===== src/rtl/demux_1_16_16b_reg.sv =====
// demux_1_16_16b_reg
// Registered 1-to-16 word demultiplexer and bank. Each cycle, one input word is
// written into one of sixteen registers (A..P). The target register is chosen
// either by the select bits or by an internal auto-incrementing pointer. The
// bank also tracks which registers have been written since the last reset or
// clear.
module demux_1_16_16b_reg #(
    parameter int WIDTH = 16
) (
    input  logic             clk,
    input  logic             rst,
    input  logic             clr,
    input  logic             we,
    input  logic             auto,
    input  logic             sel3,
    input  logic             sel2,
    input  logic             sel1,
    input  logic             sel0,
    input  logic [WIDTH-1:0] DIN,
    output logic [WIDTH-1:0] A,
    output logic [WIDTH-1:0] B,
    output logic [WIDTH-1:0] C,
    output logic [WIDTH-1:0] D,
    output logic [WIDTH-1:0] E,
    output logic [WIDTH-1:0] F,
    output logic [WIDTH-1:0] G,
    output logic [WIDTH-1:0] H,
    output logic [WIDTH-1:0] I,
    output logic [WIDTH-1:0] J,
    output logic [WIDTH-1:0] K,
    output logic [WIDTH-1:0] L,
    output logic [WIDTH-1:0] M,
    output logic [WIDTH-1:0] N,
    output logic [WIDTH-1:0] O,
    output logic [WIDTH-1:0] P,
    output logic [3:0]       ptr,
    output logic [15:0]      mask,
    output logic             full
);

    logic [WIDTH-1:0] bank [16];
    logic [3:0]       addr;

    // Write address: the pointer in auto mode, otherwise the select bits.
    always_comb begin
        addr = {sel3, sel2, sel1, sel0};
        if (auto) begin
            addr = ptr;
        end
    end

    // Bank, pointer and mask update. Priority is rst, then clr, then a write.
    always_ff @(posedge clk) begin
        if (rst || clr) begin
            for (int i = 0; i < 16; i++) begin
                bank[i] <= '0;
            end
            ptr  <= 4'd0;
            mask <= 16'd0;
        end else if (we) begin
            bank[addr] <= DIN;
            mask[addr] <= 1'b1;
            if (auto) begin
                ptr <= ptr + 4'd1;
            end
        end
    end

    // The full flag is derived only from the mask register and adds no extra
    // cycle of latency.
    assign full = &mask;

    assign A = bank[0];
    assign B = bank[1];
    assign C = bank[2];
    assign D = bank[3];
    assign E = bank[4];
    assign F = bank[5];
    assign G = bank[6];
    assign H = bank[7];
    assign I = bank[8];
    assign J = bank[9];
    assign K = bank[10];
    assign L = bank[11];
    assign M = bank[12];
    assign N = bank[13];
    assign O = bank[14];
    assign P = bank[15];

endmodule

===== config.mk =====
export PLATFORM = sky130hd
export DESIGN_NAME = demux_1_16_16b_reg
export DESIGN_NICKNAME = d
export VERILOG_FILES = /design/src/rtl/demux_1_16_16b_reg.sv
export SDC_FILE = /design/constraint.sdc
export NUM_CORES = 1
export LEC_CHECK = 0
export CORE_MARGIN = 2
export CORE_UTILIZATION = 60
export CTS_BUF_LIST = sky130_fd_sc_hd__clkbuf_4 sky130_fd_sc_hd__clkbuf_8
export DETAILED_ROUTE_END_ITERATION = 6
export DONT_BUFFER_PORTS = 1
export PLACE_DENSITY_LB_ADDON = 0.05
export SETUP_SLACK_MARGIN = 0.15
export SLEW_MARGIN = 20
export SYNTH_ARGS = -nofsm -noshare
export SYNTH_HDL_FRONTEND = slang
export SYNTH_SLANG_ARGS = --single-unit

===== constraint.sdc =====
create_clock -name clk -period 8.35 [get_ports clk]
set_input_delay 1.2525 -clock clk [delete_from_list [all_inputs] [get_ports clk]]
set_output_delay 1.2525 -clock clk [all_outputs]
set_load 0.01 [all_outputs]

==> results.py, run 1 <==
metrics = {
    "synth": {
        "syn_inst": 691,
        "yosysSeqAreaShare_pct": 81.3,
        "syn-cell-area_sq_mm": 0.00994,
        "yosysWarnings": 0,
        "synth_top_cells_by_area": "edfxtp_1 77%, nor2_1 9.9%, dfxtp_1 4.0%",
        "ys_types": 28,
        "avgSynthCellArea_sq_um": 14.4,
        "synth_seq_cells": 276,
        "yosys.area.top_type_share_pct": 77.3,
        "synth.net_count": 717,
        "synth_largest_area_cell": "edfxtp_1",
    },
    "clocking": {
        "worstSkewPairLatency_ps": 550,
        "cts_setup_buffers": 0,
        "tritoncts": "yes",
        "holdBufCountCts": 0,
        "cts_root_buffer": "clkbuf_8",
        "cts.sinks": 276,
        "clk_pin_slew_worst_paths_ps": 60,
        "h-tree-depth": 2,
        "cts_resized": 0,
        "numCtsBuffers": 42,
        "cts_max_path_buffers": 3,
    },
    "floorplanning": {
        "dieArea_sq_mm": 0.0176,
        "placementRows": 47,
        "die_x_um": 133,
        "core-area_sq_mm": 0.0164,
        "start_util_pct": 60.6,
        "io_pins": 302,
        "dieHeight_um": 133,
    },
    "run_status": {
        "status": "finished clean",
    },
    "run": {
        "cap_violations": 0,
    },
    "grt": {
        "gr-usage-all-layers_pct": 29.4,
        "grt_pass1_vias": 5236,
        "grt_max_degree": 34,
        "grt-ovfl-total": 0,
        "grt_pass1_wl_um": 36500,
        "antenna_found_initial": 0,
    },
    "layout": {
        "antenna_cells": 0,
        "drive_above_1_share_pct": 13.2,
        "final_common_cell": "nor2_1",
        "most-common-layout-cells": "260 x nor2_1, 256 x edfxtp_1, 49 x nand2_1",
        "area_growth_pct": 10.3,
        "fin_nets": 736,
    },
    "sta": {
        "tightestPinTransition_ps": 983,
        "hold_viol": 0,
        "skew_ps": 21.4,
        "final.period_utilization_pct": 39.6,
        "fin_crit_ps": 3310,
        "fmax_mhz": 302,
        "finalSetupViolCount": 0,
        "drv_slew": 0,
        "rsz0062_at_grt": "no",
        "slew-limit-headroom_pct": 33.1,
        "totalNegativeSetupSlack_ps": 0,
    },
    "critical_path": {
        "cp.arrival_ps": 3460,
        "r2r_cells": 3,
        "crit_type": "input pin to flip-flop",
        "required_ps": 8500,
        "cp_max_fo": 18,
        "end_kind": "flip-flop",
        "crit_path_start_kind": "input pin",
    },
    "drt": {
        "drtIter0Drc": 554,
        "first_pass_iters": 5,
        "routed_via_density": 5.93,
        "wirelength_um": 26200,
        "num_vias": 5669,
        "antenna_left": 0,
        "post_drt_wl_per_cell_um": 27.4,
        "drc": 0,
    },
    "pwr": {
        "p_leak_uw": 0.00399,
        "p_per_area_mw_per_mm2": 251,
        "ir_worst_vdd_mv": 0.132,
        "p_total_uw": 2750,
    },
    "worst_hold_path": {
        "hold_path.class": "flip-flop to flip-flop",
        "holdPathStages": 2,
    },
    "placed_design": {
        "io_buffers": 0,
        "gp_congestion": 0.837,
        "dpl.hpwl_um": 18100,
    },
}
through the flow:
| stage | hold slack, ps | instances | utilization (%) | setup slack, ps | area (sq um) |
|---|---|---|---|---|---|
| 2_1_floorplan | 499 | 691 | - | 4790 | 9940 |
| 3_3_place_gp | 541 | 886 | 62.2 | 4610 | 10200 |
| 3_5_place_dp | 541 | 886 | 62.2 | 4440 | 10200 |
| 4_1_cts | 550 | 956 | 66.8 | 4980 | 11000 |
| 5_1_grt | 576 | 956 | 66.8 | 4820 | 11000 |
| 6_report | 538 | 956 | 66.8 | 5040 | 11000 |
report_power, final:
group	switching [uW]	internal, uW
sequential	64.1	1570
combinational	78.1	10.6
clock	488	541
total	630	2120
state kept, by name (all words and copies together) (netlist names):
| register | count |
|---|---|
| bank | 256 |
| mask | 16 |
| ptr | 4 |
worst paths after layout:
kind / slack [ps] / to / startpoint
max reg2reg: 5330 / bank[6][0] / ptr[0]
max: 5040 / bank[6][0] / auto
min: 540 / mask[0] / mask[0]
min reg2reg: 540 / mask[0] / mask[0]
logic make-up after synthesis:
| group | after synthesis | share of synthesized area (%) |
|---|---|---|
| buffers and inverters | 31 | 1.61 |
| adders and majority gates | 1 | 0.126 |
| xor gates and xnor gates | 2 | 0.176 |
| AOI/OAI and AO/OA | 42 | 2.64 |
| muxes | 5 | 0.730 |
| DFF | 276 | 81.3 |
| and+or+nand+nor | 334 | 13.4 |
cell type report:
cell class / count / area [sq um]
sequential: 276 / 8090
tap: 220 / 275
timing repair buffer: 6 / 45.0
multi-input combinational: 384 / 1800
fill: 1138 / 5450
clock inverter: 12 / 52.6
clock buffer: 58 / 704
layer usage:
metal	track usage [%]	wire (um)
met1	36.7	9370
met2	47.2	12800
met3	12.1	3290
met4	9.68	738
met5	0	0
cells in the mapped netlist:
| library cell | number |
|---|---|
| a21boi_0 | 1 |
| and3_1 | 1 |
| and3b_1 | 3 |
| buf_2 | 26 |
| buf_4 | 1 |
| buf_6 | 1 |
| clkbuf_1 | 3 |
| dfxtp_1 | 20 |
| edfxtp_1 | 256 |
| ha_1 | 1 |
| mux2_2 | 1 |
| mux2_4 | 1 |
| mux2i_1 | 1 |
| mux2i_2 | 1 |
| mux2i_4 | 1 |
| nand2_1 | 49 |
| nand3_1 | 6 |
| nand4_1 | 4 |
| nor2_1 | 261 |
| nor3_1 | 4 |
| nor3b_1 | 1 |
| nor3b_2 | 3 |
| nor4_1 | 1 |
| o211ai_1 | 2 |
| o211ai_2 | 6 |
| o21ai_0 | 33 |
| or3_1 | 1 |
| xor2_1 | 2 |
worst max-delay path: stages:
cell	delay, ps
mux2i_2	800
nand3_1	520
o21ai_2	870
Power figures use the tool's default switching activity.
==> run 2: changes to the inputs <==
==> constraint.sdc (replaced) <==
create_clock -name clk -period 3.05 [get_ports clk]
set_input_delay 0.4575 -clock clk [delete_from_list [all_inputs] [get_ports clk]]
set_output_delay 0.4575 -clock clk [all_outputs]
set_load 0.01 [all_outputs]
==> run 2 against run 1 <==
The run now ends with DRC left. Total power rose to 2.8 times the previous value. First-iteration DRC count rose by 2.0%. Setup slack got worse by 4100 ps. Sequential power rose to 2.7 times the previous value. Sequential share of layout area fell by 1.3 points. Critical path depth did not move. Final area rose by 1.7%. Largest power group unchanged. Clock power rose to 2.8 times the previous value.
==> results.py, run 2 (synthesis results as in run 1) <==
metrics = {
    "run_status": {
        "status": "finished with violations",
        "failed_checks": "DRC",
    },
    "run": {
        "cap_violations": 0,
    },
    "sta": {
        "drv_slew": 0,
        "final.period_utilization_pct": 69.6,
        "finalSetupViolCount": 0,
        "skew_ps": 8.97,
        "rsz0062_at_grt": "no",
        "fin_crit_ps": 2120,
        "slew-limit-headroom_pct": 30.1,
        "fmax_mhz": 471,
        "hold_slack_ps": 237,
        "totalNegativeSetupSlack_ps": 0,
        "tightestPinTransition_ps": 1040,
        "hold_viol": 0,
    },
    "pwr": {
        "p_leak_uw": 0.00410,
        "ir_worst_vdd_mv": 0.393,
        "p_clk_share_pct": 37.6,
        "p_per_area_mw_per_mm2": 680,
        "swShare_pct": 22.4,
        "p_sw_uw": 1700,
        "p_total_uw": 7590,
        "pwr-share-comb_pct": 3.5,
        "internal-power_uw": 5890,
        "p_seq_share_pct": 58.8,
    },
    "critical_path": {
        "crit_start": "ptr[3]",
        "cp.arrival_ps": 2280,
        "crit_type": "flip-flop to flip-flop",
        "r2r-start": "ptr[3]",
        "cp_max_fo": 16,
        "timing.rr.end": "bank[8][5]",
        "end_kind": "flip-flop",
        "r2r_cells": 3,
        "rrSetupSlack_ps": 930,
        "crit_path_start_kind": "flip-flop",
        "required_ps": 3210,
    },
    "clocking": {
        "cts_root_buffer": "clkbuf_8",
        "numCtsBuffers": 42,
        "worstSkewPairLatency_ps": 530,
        "tritoncts": "yes",
        "cts_setup_buffers": 0,
        "cts.sinks": 276,
        "cts_resized": 0,
        "clk_pin_slew_worst_paths_ps": 60,
        "h-tree-depth": 2,
        "cts_max_path_buffers": 3,
    },
    "grt": {
        "antenna_found_initial": 0,
        "gr-usage-all-layers_pct": 29.8,
        "grt-ovfl-total": 0,
        "grt_pass1_wl_um": 37700,
        "grt_pass1_vias": 5618,
        "grt_max_degree": 33,
    },
    "drt": {
        "drtIter0Drc": 565,
        "drc": 1,
        "num_vias": 5758,
        "routed_via_density": 5.90,
        "antenna_left": 0,
        "post_drt_wl_per_cell_um": 26.8,
        "wirelength_um": 26200,
        "first_pass_iters": 7,
    },
    "floorplanning": {
        "io_pins": 302,
        "dieHeight_um": 133,
        "dieArea_sq_mm": 0.0176,
        "placementRows": 47,
        "start_util_pct": 60.6,
        "die_x_um": 133,
        "core-area_sq_mm": 0.0164,
    },
    "placed_design": {
        "gp_congestion": 0.863,
        "dpl.hpwl_um": 18100,
        "io_buffers": 0,
        "place_inst": 905,
    },
    "worst_hold_path": {
        "hold_end": "ptr[2]",
        "hold_path.class": "input pin to flip-flop",
        "holdPathStages": 3,
        "min-delay-start": "we",
    },
    "layout": {
        "area_growth_pct": 12.2,
        "most-common-layout-cells": "260 x nor2_1, 256 x edfxtp_1, 49 x nand2_1",
        "fin_nets": 758,
        "final_common_cell": "nor2_1",
        "regMostFlops": "bank",
        "drive_above_1_share_pct": 15.6,
        "reg_top3": "bank: 256 flops, mask: 16 flops, ptr: 4 flops",
        "fillerInstances": 1152,
        "final_cells": 976,
        "largest_register_ffs": 256,
        "antenna_cells": 0,
    },
}
[run 2: routing by layer]
layer | wire [um] | vias to the layer above | track usage [%]
li1 | - | 2502 | -
met1 | 9280 | 2807 | 37.5
met2 | 13000 | 407 | 48.9
met3 | 3280 | 42 | 11.4
met4 | 655 | 0 | 8.84
met5 | 0 | - | 0
[run 2: area by class of cell]
cell class / count / area [sq um] / area share (%)
Sequential cell: 276 / 8090 / 72.5
Multi-Input combinational cell: 384 / 1800 / 16.1
Clock buffer: 62 / 747 / 6.70
Tap cell: 220 / 275 / 2.47
Timing Repair Buffer: 28 / 218 / 1.95
Clock inverter: 6 / 27.5 / 0.247
[run 2: worst max-delay path, cell delays in order (launching register included)]
cell     delay, ps
dfxtp_1        470
and3b_1        340
nor2_1         210
o21ai_2        720
[run 2: worst max path at each step]
stage | end
CTS | bank[8][11]
global placement | bank[8][0]
finish | bank[8][5]
global route | bank[8][7]
floorplan | bank[10][0]
detailed placement | bank[8][0]
[run 2: power groups by stage]
stage,registers [uW],clock network [uW],logic (uW)
2_1_floorplan,4490,0,147
3_3_place_gp,4540,0,258
3_5_place_dp,4540,0,265
4_1_cts,4470,2890,269
5_1_grt,4470,3030,287
6_report,4460,2860,269
[run 2: per-stage QoR]
step / instance area (sq um) / utilization, % / setup WS (ps)
detailed placement: 10300 / 63.1 / 819
finish: 11200 / 68.0 / 927
global placement: 10300 / 63.1 / 885
CTS: 11200 / 68.0 / 889
floorplan: 9940 / - / 284
global route: 11200 / 68.0 / 796
[run 2: repair_timing]
item / in CTS / in global routing
endpoints found under the setup margin: 0 / 0
hold buffers: 3 / 0
endpoints found under the hold margin: 3 / 0
